--- config.mk ---
export PLATFORM = sky130hd
export DESIGN_NAME = alu_cmd_sequencer_flat
export DESIGN_NICKNAME = d
export VERILOG_FILES = /design/src/rtl/alu_cmd_sequencer_pkg.sv /design/src/rtl/alu_cmd_sequencer_if.sv /design/src/rtl/alu_cmd_sequencer_fifo.sv /design/src/rtl/alu_cmd_sequencer.sv /design/src/flat_wrapper.sv
export SDC_FILE = /design/constraint.sdc
export NUM_CORES = 1
export LEC_CHECK = 0
export ABC_AREA = 1
export BUFFER_PORTS_ARGS = -buffer_cell sky130_fd_sc_hd__buf_2
export CAP_MARGIN = 0
export CORE_MARGIN = 4
export CORE_UTILIZATION = 51
export CTS_CLUSTER_DIAMETER = 60
export DETAILED_ROUTE_END_ITERATION = 16
export PLACE_DENSITY = 0.86
export SYNTH_ARGS = -nofsm -noshare
export SYNTH_HDL_FRONTEND = slang
export SYNTH_SLANG_ARGS = --single-unit
--- constraint.sdc ---
create_clock -name clk -period 1.8 [get_ports clk]
set_clock_uncertainty 0.15 [all_clocks]
set_input_delay 0.18 -clock clk [delete_from_list [all_inputs] [get_ports clk]]
set_output_delay 0.18 -clock clk [all_outputs]
set_load 0.02 [all_outputs]
--- src/rtl/alu_cmd_sequencer_pkg.sv ---
// Shared definitions for the ALU command sequencer.
// Provides the opcode constants, the packed command word stored in the
// command FIFO, and the sequencer FSM state encoding.
package alu_seq_pkg;

    localparam logic [2:0] OP_ADD = 3'b000;
    localparam logic [2:0] OP_AND = 3'b001;
    localparam logic [2:0] OP_OR  = 3'b010;
    localparam logic [2:0] OP_XOR = 3'b011;
    localparam logic [2:0] OP_NOT = 3'b100;

    typedef struct packed {
        logic [2:0] sel;
        logic [3:0] b;
        logic [3:0] a;
    } alu_cmd_t;

    typedef enum logic [1:0] {
        IDLE = 2'd0,
        WAIT = 2'd1,
        HOLD = 2'd2
    } seq_state_e;

endpackage

--- src/rtl/alu_cmd_sequencer_if.sv ---
// Bus bundle for the ALU command sequencer.
// Groups the command port (valid/ready), the registered ALU operand lines
// and the ALU result input, the result port (valid/ready) and the status
// outputs busy/count.
//   slave  : the sequencer side
//   master : the environment side (command source, ALU, result sink)
// Optional macro ALU_SEQ_ZERO_FLAG_EN adds the res_zero result flag.
interface alu_cmd_sequencer_if #(
    parameter int DEPTH = 4
) ();
    logic                     cmd_valid;
    logic                     cmd_ready;
    logic [3:0]               cmd_a;
    logic [3:0]               cmd_b;
    logic [2:0]               cmd_sel;
    logic [3:0]               alu_a;
    logic [3:0]               alu_b;
    logic [2:0]               alu_sel;
    logic [7:0]               alu_result;
    logic                     res_valid;
    logic                     res_ready;
    logic [7:0]               res_data;
    logic [2:0]               res_sel;
    logic                     busy;
    logic [$clog2(DEPTH):0]   count;
`ifdef ALU_SEQ_ZERO_FLAG_EN
    logic                     res_zero;
`endif

    modport slave (
        input  cmd_valid, cmd_a, cmd_b, cmd_sel, alu_result, res_ready,
        output cmd_ready, alu_a, alu_b, alu_sel, res_valid, res_data, res_sel,
               busy, count
`ifdef ALU_SEQ_ZERO_FLAG_EN
        , output res_zero
`endif
    );

    modport master (
        output cmd_valid, cmd_a, cmd_b, cmd_sel, alu_result, res_ready,
        input  cmd_ready, alu_a, alu_b, alu_sel, res_valid, res_data, res_sel,
               busy, count
`ifdef ALU_SEQ_ZERO_FLAG_EN
        , input res_zero
`endif
    );
endinterface

--- src/rtl/alu_cmd_sequencer_fifo.sv ---
// Command FIFO for the ALU command sequencer.
// Synchronous FIFO of alu_cmd_t, DEPTH entries (power of 2, >= 2).
// Ports: clk, rst (sync, active-high), push/push_data, pop/pop_data (head,
// valid when !empty), full, empty, count (registered occupancy).
// A push while full and a pop while empty are ignored; the head is only
// readable from the cycle after it was written (no bypass).
module alu_seq_fifo
    import alu_seq_pkg::*;
#(
    parameter int DEPTH = 4
) (
    input  logic                    clk,
    input  logic                    rst,
    input  logic                    push,
    input  alu_cmd_t                push_data,
    input  logic                    pop,
    output alu_cmd_t                pop_data,
    output logic                    full,
    output logic                    empty,
    output logic [$clog2(DEPTH):0]  count
);
    localparam int AW = $clog2(DEPTH);
    localparam logic [AW:0] DEPTH_C = (AW+1)'(DEPTH);

    alu_cmd_t       mem_q [DEPTH];
    logic [AW-1:0]  wr_ptr_q, wr_ptr_d;
    logic [AW-1:0]  rd_ptr_q, rd_ptr_d;
    logic [AW:0]    count_q, count_d;
    logic           push_en, pop_en;

    assign full     = (count_q == DEPTH_C);
    assign empty    = (count_q == '0);
    assign count    = count_q;
    assign pop_data = mem_q[rd_ptr_q];
    assign push_en  = push && !full;
    assign pop_en   = pop && !empty;

    always_comb begin
        wr_ptr_d = wr_ptr_q;
        rd_ptr_d = rd_ptr_q;
        count_d  = count_q;
        if (push_en) wr_ptr_d = wr_ptr_q + AW'(1);
        if (pop_en)  rd_ptr_d = rd_ptr_q + AW'(1);
        case ({push_en, pop_en})
            2'b10:   count_d = count_q + (AW+1)'(1);
            2'b01:   count_d = count_q - (AW+1)'(1);
            default: count_d = count_q;
        endcase
    end

    always_ff @(posedge clk) begin
        if (rst) begin
            wr_ptr_q <= '0;
            rd_ptr_q <= '0;
            count_q  <= '0;
        end else begin
            wr_ptr_q <= wr_ptr_d;
            rd_ptr_q <= rd_ptr_d;
            count_q  <= count_d;
        end
    end

    // Storage carries no reset: occupancy alone decides what is valid.
    always_ff @(posedge clk) begin
        if (push_en) mem_q[wr_ptr_q] <= push_data;
    end

endmodule

--- src/rtl/alu_cmd_sequencer.sv ---
// ALU command sequencer (top).
// Accepts {sel, b, a} commands on bus.cmd_* (valid/ready), queues them in a
// DEPTH-entry FIFO, issues one at a time on registered bus.alu_* lines,
// captures bus.alu_result ALU_LAT edges after issue and presents it in order
// on bus.res_* (valid/ready). bus.busy / bus.count report activity/occupancy.
// Ports: clk, rst (sync, active-high), bus (alu_cmd_sequencer_if.slave).
// Optional macro ALU_SEQ_ZERO_FLAG_EN adds bus.res_zero (result == 0).
module alu_cmd_sequencer
    import alu_seq_pkg::*;
#(
    parameter int DEPTH   = 4,
    parameter int ALU_LAT = 1
) (
    input  logic                  clk,
    input  logic                  rst,
    alu_cmd_sequencer_if.slave    bus
);
    localparam int CW = $clog2(ALU_LAT + 1);
    localparam int AW = $clog2(DEPTH);

    seq_state_e     state_q, state_d;
    logic [CW-1:0]  wait_cnt_q, wait_cnt_d;
    logic [3:0]     alu_a_q, alu_a_d;
    logic [3:0]     alu_b_q, alu_b_d;
    logic [2:0]     alu_sel_q, alu_sel_d;
    logic [7:0]     res_data_q, res_data_d;
    logic [2:0]     res_sel_q, res_sel_d;
    logic           res_valid_q, res_valid_d;
    logic           res_zero_q, res_zero_d;

    logic           fifo_push, fifo_pop, fifo_full, fifo_empty;
    alu_cmd_t       push_cmd, head_cmd;
    logic [AW:0]    fifo_count;

    assign push_cmd  = {bus.cmd_sel, bus.cmd_b, bus.cmd_a};
    // Ready comes from registered occupancy only: a pop in the same cycle
    // does not open a slot for a push while full.
    assign fifo_push = bus.cmd_valid && !fifo_full;

    alu_seq_fifo #(.DEPTH(DEPTH)) u_fifo (
        .clk       (clk),
        .rst       (rst),
        .push      (fifo_push),
        .push_data (push_cmd),
        .pop       (fifo_pop),
        .pop_data  (head_cmd),
        .full      (fifo_full),
        .empty     (fifo_empty),
        .count     (fifo_count)
    );

    // State register (plus the datapath registers it sequences)
    always_ff @(posedge clk) begin
        if (rst) begin
            state_q     <= IDLE;
            wait_cnt_q  <= '0;
            alu_a_q     <= '0;
            alu_b_q     <= '0;
            alu_sel_q   <= '0;
            res_data_q  <= '0;
            res_sel_q   <= '0;
            res_valid_q <= 1'b0;
            res_zero_q  <= 1'b0;
        end else begin
            state_q     <= state_d;
            wait_cnt_q  <= wait_cnt_d;
            alu_a_q     <= alu_a_d;
            alu_b_q     <= alu_b_d;
            alu_sel_q   <= alu_sel_d;
            res_data_q  <= res_data_d;
            res_sel_q   <= res_sel_d;
            res_valid_q <= res_valid_d;
            res_zero_q  <= res_zero_d;
        end
    end

    // Next-state logic
    always_comb begin
        state_d = state_q;
        case (state_q)
            IDLE:    if (!fifo_empty) state_d = WAIT;
            WAIT:    if (wait_cnt_q == CW'(1)) state_d = HOLD;
            HOLD:    if (bus.res_ready) state_d = fifo_empty ? IDLE : WAIT;
            default: state_d = IDLE;
        endcase
    end

    // Output / datapath logic
    always_comb begin
        fifo_pop    = 1'b0;
        wait_cnt_d  = wait_cnt_q;
        alu_a_d     = alu_a_q;
        alu_b_d     = alu_b_q;
        alu_sel_d   = alu_sel_q;
        res_data_d  = res_data_q;
        res_sel_d   = res_sel_q;
        res_valid_d = res_valid_q;
        res_zero_d  = res_zero_q;
        case (state_q)
            IDLE: begin
                if (!fifo_empty) begin
                    fifo_pop   = 1'b1;
                    alu_a_d    = head_cmd.a;
                    alu_b_d    = head_cmd.b;
                    alu_sel_d  = head_cmd.sel;
                    wait_cnt_d = CW'(ALU_LAT);
                end
            end
            WAIT: begin
                wait_cnt_d = wait_cnt_q - CW'(1);
                if (wait_cnt_q == CW'(1)) begin
                    res_data_d  = bus.alu_result;
                    res_sel_d   = alu_sel_q;
                    res_zero_d  = (bus.alu_result == 8'h00);
                    res_valid_d = 1'b1;
                end
            end
            HOLD: begin
                if (bus.res_ready) begin
                    res_valid_d = 1'b0;
                    // Back-to-back issue: reload while the result leaves.
                    if (!fifo_empty) begin
                        fifo_pop   = 1'b1;
                        alu_a_d    = head_cmd.a;
                        alu_b_d    = head_cmd.b;
                        alu_sel_d  = head_cmd.sel;
                        wait_cnt_d = CW'(ALU_LAT);
                    end
                end
            end
            default: ;
        endcase
    end

    assign bus.cmd_ready = !fifo_full;
    assign bus.alu_a     = alu_a_q;
    assign bus.alu_b     = alu_b_q;
    assign bus.alu_sel   = alu_sel_q;
    assign bus.res_valid = res_valid_q;
    assign bus.res_data  = res_data_q;
    assign bus.res_sel   = res_sel_q;
    assign bus.busy      = (state_q != IDLE) || !fifo_empty;
    assign bus.count     = fifo_count;
`ifdef ALU_SEQ_ZERO_FLAG_EN
    assign bus.res_zero  = res_zero_q;
`else
    logic unused_zero;
    assign unused_zero   = res_zero_q;
`endif

endmodule

--- src/flat_wrapper.sv ---
// flat-port wrapper written by rule: the top's interface ports become plain ports
module alu_cmd_sequencer_flat import alu_seq_pkg::*;
#(
    parameter int DEPTH   = 4,
    parameter int ALU_LAT = 1
)
  (clk, rst, bus_cmd_valid, bus_cmd_a, bus_cmd_b, bus_cmd_sel, bus_alu_result, bus_res_ready, bus_cmd_ready, bus_alu_a, bus_alu_b, bus_alu_sel, bus_res_valid, bus_res_data, bus_res_sel, bus_busy, bus_count);
  alu_cmd_sequencer_if #(.DEPTH(DEPTH)) bus_i ();
  input  logic clk;
  input  logic rst;
  input wire logic [$bits(bus_i.cmd_valid)-1:0] bus_cmd_valid;
  input wire logic [$bits(bus_i.cmd_a)-1:0] bus_cmd_a;
  input wire logic [$bits(bus_i.cmd_b)-1:0] bus_cmd_b;
  input wire logic [$bits(bus_i.cmd_sel)-1:0] bus_cmd_sel;
  input wire logic [$bits(bus_i.alu_result)-1:0] bus_alu_result;
  input wire logic [$bits(bus_i.res_ready)-1:0] bus_res_ready;
  output wire logic [$bits(bus_i.cmd_ready)-1:0] bus_cmd_ready;
  output wire logic [$bits(bus_i.alu_a)-1:0] bus_alu_a;
  output wire logic [$bits(bus_i.alu_b)-1:0] bus_alu_b;
  output wire logic [$bits(bus_i.alu_sel)-1:0] bus_alu_sel;
  output wire logic [$bits(bus_i.res_valid)-1:0] bus_res_valid;
  output wire logic [$bits(bus_i.res_data)-1:0] bus_res_data;
  output wire logic [$bits(bus_i.res_sel)-1:0] bus_res_sel;
  output wire logic [$bits(bus_i.busy)-1:0] bus_busy;
  output wire logic [$bits(bus_i.count)-1:0] bus_count;
  assign bus_i.cmd_valid = bus_cmd_valid;
  assign bus_i.cmd_a = bus_cmd_a;
  assign bus_i.cmd_b = bus_cmd_b;
  assign bus_i.cmd_sel = bus_cmd_sel;
  assign bus_i.alu_result = bus_alu_result;
  assign bus_i.res_ready = bus_res_ready;
  assign bus_cmd_ready = bus_i.cmd_ready;
  assign bus_alu_a = bus_i.alu_a;
  assign bus_alu_b = bus_i.alu_b;
  assign bus_alu_sel = bus_i.alu_sel;
  assign bus_res_valid = bus_i.res_valid;
  assign bus_res_data = bus_i.res_data;
  assign bus_res_sel = bus_i.res_sel;
  assign bus_busy = bus_i.busy;
  assign bus_count = bus_i.count;
  alu_cmd_sequencer #(.DEPTH(DEPTH), .ALU_LAT(ALU_LAT)) u_core (.clk(clk), .rst(rst), .bus(bus_i));
endmodule
==> results of run 1 <==
[repair_timing]
item                                    4_1_cts  5_1_grt
endpoints found under the hold margin        54        0
buffers inserted                              1        5
pin swaps                                     0        5
gates resized for setup                       0       10
hold buffers                                 21        0
endpoints found under the setup margin        1        1
[tightest hold or removal path: stages]
cell and delay (ns):
buf_2 0.09, inv_1 0.07, nand3_1 0.11, a21oi_1 0.08
[synthesized netlist by cell type]
master / n / area (µm²)
a21oi_2: 2 / 17.5
ha_1: 5 / 62.6
nor2_1: 32 / 120
edfxtp_1: 44 / 1320
inv_1: 75 / 282
buf_2: 6 / 30.0
nand3_2: 2 / 20.0
buf_1: 2 / 7.51
a21oi_1: 18 / 90.1
dfxtp_1: 35 / 701
inv_2: 1 / 3.75
clkbuf_1: 1 / 3.75
buf_6: 5 / 56.3
nand3_1: 40 / 200
a21oi_4: 1 / 16.3
nand2_1: 103 / 387
nand2_4: 2 / 22.5
o21ai_0: 2 / 10.0
fa_1: 1 / 20.0
nor2_4: 1 / 11.3
or3_1: 1 / 6.26
[final cells by class]
type	count	area (µm²)	share of cell area [%]
flip-flops and latches	79	2040	48.0
multi-input cells	210	1040	24.5
repair buffers	89	596	14.0
inverters	76	295	6.96
clock buffers	9	124	2.92
well taps	77	96.3	2.27
clock inverters	7	55.1	1.30
[metal layers]
layer	vias up	GRT usage, %
met5	-	0
met4	0	6.36
met2	89	33.0
met3	14	5.16
met1	1267	20.1
li1	1344	-
[worst paths after layout]
check	start	end	slack [ns]	depth (start not counted)
max reg2reg	u_core.u_fifo.count[0]	u_core.u_fifo.count[2]	-0.02	12
max	u_core.u_fifo.count[0]	u_core.u_fifo.count[2]	-0.02	12
min	bus_res_ready	u_core.state_q[1]	0.07	4
min reg2reg	u_core.bus.res_data[2]	u_core.bus.res_data[2]	0.31	2
[registers in the layout, indices dropped and copies added, names as in the netlist, named ones only]
signal / count
u_core.bus.alu_b: 4
u_core.u_fifo.wr_ptr_q: 2
u_core.u_fifo.count: 3
u_core.wait_cnt_q: 1
u_core.u_fifo.rd_ptr_q: 2
u_core.bus.res_valid: 1
u_core.bus.res_data: 8
u_core.bus.res_sel: 3
u_core.u_fifo.mem_q: 44
u_core.state_q: 2
u_core.bus.alu_sel: 3
u_core.bus.alu_a: 4
[cell usage in the layout (no fill, tap or decap), types with 4 or more instances in the layout]
cell type and instances:
inv_1 70, buf_4 18, edfxtp_1 44, inv_4 4, nor2_1 32, dfxtp_1 30
a21oi_1 18, nand3_1 39, ha_1 4, buf_2 50, clkbuf_8 9, dlygate4sd3_1 21
nand2_1 100
[power breakdown]
part	total, µW	internal (µW)	switching, µW
clock	1190	514	678
combinational	2310	823	1490
sequential	2410	2230	185
total	5920	3570	2350
[kinds of logic (layout without fill, tap and decap cells)]
group / Yosys count / in the layout / share of synthesized area, %
adders and majority gates: 6 / 6 / 2.44
buffers and inverters: 90 / 181 / 11.3
AOI/OAI and AO/OA: 23 / 23 / 3.95
and+or+nand+nor: 181 / 181 / 22.6
DFF: 79 / 79 / 59.7
[through the flow]
step	hold slack [ns]	worst slack (ns)
5_1_grt	0.0750	-0.137
3_5_place_dp	0.247	-0.0163
6_report	0.0719	-0.0221
2_1_floorplan	0.129	0.0191
4_1_cts	0.00385	0.00767
3_3_place_gp	0.239	0.0424
==> flow_summary_export.csv, run 1 <==
group,metric,value,unit
place,dp.final_hpwl,4.54,mm
place,finalWeightedCongestion,0.747,
setup_path,critical-path-slowest-cell,"fa_2",
synthesis,post_synthesis_instance_area,3390,µm²
setup_path,path_cells,"inv_4 > nand3_4 > nand2_8 > ha_4 > inv_2 > fa_2 > inv_1 > nand2_2 > nand3_2 > nand2_1 > nand2_1 > nor2_1",
drt,met2WireLength,3.82,mm
final_layout,num-nets-final,494,
setup_path,worstSetupStartpointType,"register",
grt,global_route.usage.total,18.1,%
grt,grt_pass1_vias,2481,
synthesis,yosys_warnings,0,
final_layout,final_layout_size_suffix_gt1_share,23.0,%
drt,detailed_route_via_count,2714,
clock_network,tritoncts_clock_tree,"yes",
timing,maxClockFrequency,549,MHz
timing,final.period_utilization,101,%
drt,wl_met3,474,µm
clock_network,cts_buffers,9,
place,detailed_place.area,3780,µm²
synthesis,synth.net_count,408,
clock_network,cts.sinks,79,
timing,fin_tns_setup,-0.0221,ns
final_layout,final.fill_count,439,
drt,met1_length,2.87,mm
final_layout,finalCoreUtilization,66.4,%
drt,routed_via_density,4.96,
grt,grt_start_max_net_pins,26,
drt,antenna_nets_post_route,0,
synthesis,post_synth_inst_count,379,
synthesis,synth.avg_cell_area,8.94,µm²
timing,slew_headroom,66.3,%
timing,worst_slew_pin_slew,0.505,ns
floorplanning,die_width,89.5,µm
timing,rsz_0062_raised_after_global_routing,"yes",
setup_path,worst_setup_path_end_kind,"register",
final_layout,area_growth_syn_to_layout,25.2,%
drt,detail_route.first_pass.iterations,4,
setup_path,critical_path_buf_inv_count,3,
timing,timing.final.hold_violations,0,
run,cap_viol_max_count,0,
power_and_ir_drop,power_per_cell_area,1400,nW/µm²
power_and_ir_drop,p_leak,0.00200,µW
power_and_ir_drop,worst_vdd_drop,1.10,mV
drt,route.detailed.wl_per_inst,13.4,µm
floorplanning,floorplan.die_area,8010,µm²
floorplanning,vertical_die_dimension,89.5,µm
setup_path,cpPeakStageDelay,0.37,ns
floorplanning,boundaryPins,51,
run_status,failing_checks,"negative setup slack",
clock_network,cts_max_level,3,
clock_network,clk_root_buffer_cell,"clkbuf_8",
floorplanning,placementRows,29,
place,placed_cells,504,
run_status,outcome,"finished, violations left",
setup_path,crit_required,1.90,ns
place,port-buffer-count,50,
setup_path,worst_path_most_repeated_cell,"nand2_1",
floorplanning,initial_core_util,53.1,%
drt,totalWireLength,7.34,mm
setup_path,crit_arrival,1.92,ns
clock_network,cts_max_path_buffers,2,
floorplanning,design.core.area,6390,µm²
power_and_ir_drop,totalPowerFinal,5920,µW
grt,antenna_violations_before_repair,0,
synthesis,number_of_synthesized_register_bits,79,
timing,timing_max_transition_violations_final,0,
setup_path,worst-path-max-fanout,3,
hold_path,timing.hold.worst.class,"input port to register",
setup_path,worst_path_dominant_cell_family,"adder cells",
synthesis,sequential_cell_area_fraction_in_the_yosys_report,59.7,%
setup_path,timing_worst_setup_path_type,"register to register",
clock_network,clk-insertion-delay-late,0.35,ns
drt,drt_iter0_drc,119,
timing,finalSetupViolations,1,
grt,grt_remaining_overflow,0,
timing,fin_ws,-0.0221,ns
drt,drc,0,
drt,top_layer_used,"met4",
final_layout,stdcell_area,4240,µm²
final_layout,antenna_cells_inserted,0,
final_layout,layoutNonFillerInstCount,547,
timing,finalCriticalPeriod,1.82,ns
synthesis,synth_cell_types,21,
grt,grt_first_pass_wirelength,11.0,mm
clock_network,worst_setup_hold_path_clk_slew,0.09,ns
No activity file was read; power rests on OpenSTA's default activity.
==> inputs of run 2 (changes only) <==
--- a/config.mk
+++ b/config.mk
@@ -5,14 +5,15 @@
 export SDC_FILE = /design/constraint.sdc
 export NUM_CORES = 1
 export LEC_CHECK = 0
-export ABC_AREA = 1
+export ABC_AREA = 0
 export BUFFER_PORTS_ARGS = -buffer_cell sky130_fd_sc_hd__buf_2
 export CAP_MARGIN = 0
 export CORE_MARGIN = 4
-export CORE_UTILIZATION = 51
+export CORE_UTILIZATION = 50
 export CTS_CLUSTER_DIAMETER = 60
 export DETAILED_ROUTE_END_ITERATION = 16
 export PLACE_DENSITY = 0.86
+export RECOVER_POWER = 100
 export SYNTH_ARGS = -nofsm -noshare
 export SYNTH_HDL_FRONTEND = slang
 export SYNTH_SLANG_ARGS = --single-unit
==> run 2 against run 1 <==
Synthesized area decreased by 8.3%. Largest cell class unchanged. Total power is 1.9% lower. Critical path depth shrank 4. The flow still finishes with violations (negative setup slack). Critical endpoint unchanged. Synthesized cell count shrank 38%.
==> flow_summary_export.csv, run 2 <==
group,metric,value,unit
synthesis,number_of_synthesized_register_bits,79,
synthesis,synth.most_common_cell,"edfxtp_1",
final_layout,stdcell_area,4020,µm²
setup_path,worst_setup_path_end_kind,"register",
synthesis,ys_dominant_reg_cell,"edfxtp_1",
clock_network,cts.repair_timing.setup_buffer_count,0,
run_status,failing_checks,"negative setup slack",
hold_path,timing.hold.worst.class,"input port to register",
floorplanning,die_width,86.8,µm
power_and_ir_drop,power.share.combinational,37.1,%
drt,drc,0,
clock_network,clk_root_buffer_cell,"clkbuf_8",
timing,maxClockFrequency,457,MHz
power_and_ir_drop,worst_vdd_drop,0.871,mV
timing,final.period_utilization,121,%
clock_network,clk-insertion-delay-late,0.34,ns
floorplanning,placementRows,28,
clock_network,cts_max_path_buffers,2,
final_layout,most_frequent_standard_cell_in_the_layout_excluding_fill_and_tap_cells,"edfxtp_1",
synthesis,yosys_warnings,0,
place,detailed_place.area,3640,µm²
power_and_ir_drop,internal-power,3820,µW
timing,rsz_0062_raised_after_global_routing,"yes",
grt,grt_start_max_net_pins,23,
synthesis,synthXorXnorAreaFrac,0.564,%
grt,grt_remaining_overflow,0,
floorplanning,design.core.area,5990,µm²
floorplanning,boundaryPins,51,
power_and_ir_drop,power_switching_share,34.2,%
setup_path,crit_required,1.92,ns
synthesis,synth-compound-area-share,9.34,%
grt,global_route.usage.total,18.3,%
power_and_ir_drop,share_seq_of_total_power,40.8,%
final_layout,antenna_cells_inserted,0,
hold_path,hold_path_depth,2,
drt,detail_route.first_pass.iterations,4,
synthesis,synth.avg_cell_area,13.3,µm²
setup_path,cpPeakStageDelay,0.41,ns
synthesis,synth_top_cell_area_share,42.5,%
drt,routed_via_density,5.39,
setup_path,crit_arrival,2.31,ns
drt,route.detailed.wl_per_inst,16.2,µm
synthesis,synth_cell_types,32,
setup_path,timing_worst_setup_path_type,"register to register",
clock_network,cts_max_level,3,
synthesis,yosys-mux-area-fraction,8.34,%
synthesis,post_synth_inst_count,234,
synthesis,synth_edf_count,44,
setup_path,path_cells,"or3b_4 > nand2_4 > ha_4 > inv_2 > fa_2 > xor2_1 > or3_1 > a21oi_2",
place,place_ws,-0.423,ns
power_and_ir_drop,switchingPower,1980,µW
floorplanning,vertical_die_dimension,86.8,µm
clock_network,worst_setup_hold_path_clk_slew,0.08,ns
grt,grt_pass1_vias,2234,
synthesis,sequential_cell_area_fraction_in_the_yosys_report,65.1,%
setup_path,worst-path-max-fanout,3,
synthesis,synth.net_count,263,
synthesis,asyncSetResetFlopFracSynth,0,%
timing,timing.final.hold_violations,0,
timing,finalCriticalPeriod,2.19,ns
final_layout,area_growth_syn_to_layout,29.3,%
place,dp.final_hpwl,4.29,mm
power_and_ir_drop,power_per_cell_area,1450,nW/µm²
synthesis,synth_simple_gate_area_share,10.2,%
floorplanning,initial_core_util,51.9,%
synthesis,synth.area.top_cells,"edfxtp_1, dfxtp_1, mux4_2",
drt,drt_iter0_drc,144,
floorplanning,floorplan.die_area,7540,µm²
synthesis,yosys-top-cells-count,"edfxtp_1, dfxtp_1, a21oi_1",
setup_path,worstSetupStartpointType,"register",
power_and_ir_drop,p_leak,0.00142,µW
run_status,outcome,"finished, violations left",
final_layout,finalCoreUtilization,67.0,%
timing,fin_ws,-0.386,ns
place,finalWeightedCongestion,0.798,
final_layout,final_layout_size_suffix_gt1_share,24.2,%
timing,worst_slew_pin_slew,0.700,ns
final_layout,commonest_non_fill_non_tap_cells_in_the_layout,"edfxtp_1, clkbuf_1, dfxtp_1",
power_and_ir_drop,clock_group_share_of_total_power,22.0,%
timing,slew_headroom,53.2,%
synthesis,synth_area_leader_cell,"edfxtp_1",
setup_path,critical-path-slowest-cell,"or3b_4",
synthesis,synth-adder-area-share,2.66,%
clock_network,cts.sinks,79,
drt,totalWireLength,6.48,mm
synthesis,combinational_family_with_the_most_area_after_synthesis,"simple AND/OR/NAND/NOR gates",
drt,antenna_nets_post_route,0,
final_layout,final.fill_count,424,
timing,timing_max_transition_violations_final,0,
synthesis,post_synthesis_instance_area,3110,µm²
final_layout,registers.top_by_ff_count,"u_core.u_fifo.mem_q",
place,port-buffer-count,50,
drt,detailed_route_via_count,2163,
grt,grt_first_pass_wirelength,10.6,mm
timing,finalSetupViolations,3,
grt,antenna_violations_before_repair,0,
clock_network,tritoncts_clock_tree,"yes",
clock_network,cts_buffers,9,
final_layout,num-nets-final,350,
final_layout,number_of_flip_flops_in_the_largest_register,44,
run,cap_viol_max_count,0,
setup_path,reg2regPathDepth,8,
-- run 2: changes by cell type after synthesis, moves of 4 or more --
cell / before / now
nand2_1: 103 / 23
clkbuf_1: 1 / 6
mux4_2: 0 / 11
inv_1: 75 / 8
a21oi_1: 18 / 31
nand4_1: 0 / 12
nor2_1: 32 / 5
nand3_1: 40 / 4
and3_1: 0 / 4
o31ai_1: 0 / 12
-- run 2: timing repair --
item | in CTS | in global routing
gates resized for setup | 3 | 8
pin swaps | 0 | 4
hold buffers | 19 | 0
hold endpoints to repair | 52 | 0
endpoints found under the setup margin | 4 | 6
-- run 2: cell type report --
type	count	area, µm²	area share, %
Multi-Input combinational cell	130	1020	25.4
Clock buffer	10	128	3.18
Tap cell	75	93.8	2.34
Timing Repair Buffer	93	642	16.0
Sequential cell	79	2030	50.6
Clock inverter	6	70.1	1.74
Inverter	8	30.0	0.748
-- run 2: final timing paths --
kind / from / end / slack, ns
worst max register to register: u_core.u_fifo.count[1] / u_core.u_fifo.count[2] / -0.39
worst max-delay path: u_core.u_fifo.count[1] / u_core.u_fifo.count[2] / -0.39
worst min-delay path: rst / u_core.bus.res_sel[2] / 0.04
worst min register to register: u_core.bus.res_data[6] / u_core.bus.res_data[6] / 0.31
-- run 2: critical path, delay by kind of cell (launching register included) --
kind,cells,cell delay (ns)
adder cells (fa/ha/maj),2,0.47
flip-flops,1,0.35
buffers and inverters,1,0.04
AO/OA/AOI/OAI,1,0.13
XOR/XNOR,1,0.15
AND/OR/NAND/NOR,3,0.82
-- run 2: routing by layer --
metal  track usage [%]  part of all wire, %
met1              22.9                   43
met2              31.0                   50
met3              6.18                  6.6
met4              3.97                 0.54
met5                 0                    0
-- run 2: power groups by stage --
stage / clock [µW] / sequential, µW / combinational, µW
floorplan: 0 / 2570 / 1160
global placement: 0 / 2380 / 1990
detailed placement: 0 / 2400 / 2050
CTS: 1310 / 2360 / 2120
global route: 1390 / 2400 / 2380
finish: 1280 / 2370 / 2160
-- run 2: per-stage QoR --
step	TNS (ns)	hold WS, ns	cells	total power [µW]
2_1_floorplan	-0.726	0.129	234	3730
3_3_place_gp	-0.535	0.241	366	4370
3_5_place_dp	-0.766	0.249	366	4450
4_1_cts	-0.745	0.0220	401	5800
5_1_grt	-0.998	0.0467	401	6170
6_report	-0.694	0.0389	401	5800
-- run 2: kinds of logic after synthesis --
kind of cell / count (synthesis)
AO/OA/AOI/OAI: 49
XOR/XNOR: 2
adder cells (fa/ha/maj): 6
buffers and inverters: 25
flip-flops: 79
multiplexers: 12
AND/OR/NAND/NOR: 61
==> inputs of run 3 (changes only) <==
--- a/config.mk
+++ b/config.mk
@@ -7,7 +7,8 @@
 export LEC_CHECK = 0
 export ABC_AREA = 0
 export BUFFER_PORTS_ARGS = -buffer_cell sky130_fd_sc_hd__buf_2
-export CAP_MARGIN = 0
+export CAP_MARGIN = 20
+export CORE_ASPECT_RATIO = 1.1
 export CORE_MARGIN = 4
 export CORE_UTILIZATION = 50
 export CTS_CLUSTER_DIAMETER = 60
==> run 3 against run 2 <==
The flow still finishes with violations (negative setup slack). Sequential power barely moved. Total power fell by 1.4%. Count of clock-buffer cells in the layout fell by 1. Critical path depth did not move. Core utilization fell by 0.43 points. Critical path type unchanged. Critical endpoint unchanged. Largest cell class unchanged.
==> flow_summary_export.csv, run 3 (synthesized netlist as in run 2, its figures left out) <==
group,metric,value,unit
run_status,outcome,"finished, violations left",
run_status,failing_checks,"negative setup slack",
hold_path,hold_path_depth,2,
final_layout,antenna_cells_inserted,0,
drt,antenna_nets_post_route,0,
final_layout,number_of_flip_flops_in_the_largest_register,44,
clock_network,clk-insertion-delay-late,0.34,ns
floorplanning,vertical_die_dimension,90.7,µm
timing,fin_ws,-0.363,ns
power_and_ir_drop,power.share.combinational,38.2,%
timing,maxClockFrequency,462,MHz
timing,final.period_utilization,120,%
floorplanning,boundaryPins,51,
floorplanning,die_width,83.2,µm
final_layout,registers.top_by_ff_count,"u_core.u_fifo.mem_q",
setup_path,timing.critical_path.from,"u_core.u_fifo.count[1]",
power_and_ir_drop,power_per_cell_area,1450,nW/µm²
floorplanning,placementRows,29,
place,finalWeightedCongestion,0.770,
setup_path,crit_required,1.93,ns
drt,drc,0,
setup_path,timing_worst_setup_path_type,"register to register",
drt,detailed_route_via_count,2187,
setup_path,worst-path-max-fanout,2,
final_layout,num-nets-final,349,
place,dp.final_hpwl,4.42,mm
timing,worst_slew_pin_slew,0.751,ns
timing,rsz_0062_raised_after_global_routing,"yes",
clock_network,cts.sinks,79,
setup_path,cp-endpoint,"u_core.u_fifo.count[2]",
power_and_ir_drop,worst_vdd_drop,0.793,mV
timing,finalSetupViolations,16,
drt,route.detailed.wl_per_inst,16.0,µm
clock_network,tritoncts_clock_tree,"yes",
floorplanning,initial_core_util,52.5,%
setup_path,crit_arrival,2.29,ns
final_layout,most_frequent_standard_cell_in_the_layout_excluding_fill_and_tap_cells,"edfxtp_1",
timing,timing_max_transition_violations_final,0,
place,detailed_place.area,3610,µm²
setup_path,cpPeakStageDelay,0.41,ns
setup_path,r2r_setup_slack,-0.36,ns
grt,grt_start_max_net_pins,20,
power_and_ir_drop,totalPowerFinal,5720,µW
grt,grt_remaining_overflow,0,
grt,grt_pass1_vias,2209,
setup_path,reg2regPathDepth,8,
power_and_ir_drop,clock_group_share_of_total_power,20.6,%
run,cap_viol_max_count,0,
setup_path,worst_setup_path_end_kind,"register",
power_and_ir_drop,share_seq_of_total_power,41.2,%
place,port-buffer-count,50,
drt,drt_iter0_drc,110,
drt,detail_route.first_pass.iterations,4,
final_layout,finalCoreUtilization,66.6,%
timing,slew_headroom,49.9,%
drt,routed_via_density,5.44,
setup_path,worstSetupStartpointType,"register",
timing,finalCriticalPeriod,2.16,ns
power_and_ir_drop,power_switching_share,35.5,%
timing,fin_tns_setup,-1.82,ns
floorplanning,design.core.area,5910,µm²
clock_network,worst_setup_hold_path_clk_slew,0.08,ns
hold_path,timing.hold.worst.class,"input port to register",
grt,global_route.usage.total,18.2,%
setup_path,critical-path-slowest-cell,"or3b_4",
final_layout,final_layout_size_suffix_gt1_share,24.3,%
timing,timing.final.hold_violations,0,
clock_network,clk_root_buffer_cell,"clkbuf_8",
power_and_ir_drop,p_leak,0.00139,µW
clock_network,cts_max_path_buffers,2,
final_layout,stdcell_area,3940,µm²
grt,antenna_violations_before_repair,0,
clock_network,cts_buffers,9,
final_layout,area_growth_syn_to_layout,26.8,%
setup_path,reg_to_reg_critical_path_endpoint,"u_core.u_fifo.count[2]",
floorplanning,floorplan.die_area,7540,µm²
setup_path,path_cells,"or3b_4 > nand2_4 > ha_4 > inv_2 > fa_2 > xor2_1 > or3_1 > a21oi_1",
setup_path,rr_startpoint,"u_core.u_fifo.count[1]",
clock_network,cts_max_level,3,
drt,totalWireLength,6.43,mm
final_layout,commonest_non_fill_non_tap_cells_in_the_layout,"edfxtp_1, clkbuf_1, dfxtp_1",
place,place_ws,-0.397,ns
grt,grt_first_pass_wirelength,11.0,mm
power_and_ir_drop,switchingPower,2030,µW
power_and_ir_drop,internal-power,3690,µW
-- run 3: how the worst min path moves through the flow --
stage	from	to	slack, ns
global route	rst	u_core.bus.alu_b[2]	0.03
CTS	rst	u_core.u_fifo.rd_ptr_q[0]	0.02
floorplan	bus_cmd_a[0]	u_core.u_fifo.mem_q[0][0]	0.13
global placement	bus_cmd_b[1]	u_core.u_fifo.mem_q[2][5]	0.24
finish	rst	u_core.u_fifo.rd_ptr_q[0]	0.04
detailed placement	bus_cmd_a[2]	u_core.u_fifo.mem_q[0][2]	0.25
-- run 3: routing by layer --
metal	up-vias	part of all wire (%)	routed length (µm)	track usage, %
met5	-	0	0	0
li1	1047	-	-	-
met3	11	6.3	406	5.66
met4	0	1.6	104	6.13
met2	72	51	3300	31.1
met1	1057	41	2620	21.8
-- run 3: cell type report --
type	instances	area, µm²
Sequential cell	79	2030
Fill cell	438	1970
Multi-Input combinational cell	130	1020
Timing Repair Buffer	92	583
Clock buffer	9	124
Tap cell	77	96.3
Clock inverter	7	55.1
Inverter	8	30.0
-- run 3: through the flow --
step | instances | hold WS [ns]
global placement | 366 | 0.243
global route | 402 | 0.0279
finish | 402 | 0.0367
floorplan | 234 | 0.129
CTS | 402 | 0.0173
detailed placement | 366 | 0.249
-- run 3: repair_timing --
| action | in CTS | in global routing |
|---|---|---|
| setup buffers | 1 | 0 |
| resized for setup | 6 | 5 |
| pin swaps | 2 | 3 |
| setup endpoints to repair | 27 | 18 |
| hold buffers | 19 | 0 |
| hold endpoints to repair | 52 | 0 |
-- run 3: power groups by stage --
stage | Combinational [µW] | Clock (µW) | Sequential, µW
finish | 2180 | 1180 | 2360
global route | 2380 | 1310 | 2390
CTS | 2220 | 1210 | 2360
detailed placement | 2090 | 0 | 2400
global placement | 2000 | 0 | 2380
floorplan | 1160 | 0 | 2570
-- run 3: critical path: cells and delay by family (launching register included) --
kind            cells  cell delay (ns)
buf+inv             1             0.04
fa+ha+maj           2             0.47
xor+xnor            1             0.16
simple gates        3             0.81
flops               1             0.35
compound gates      1             0.12
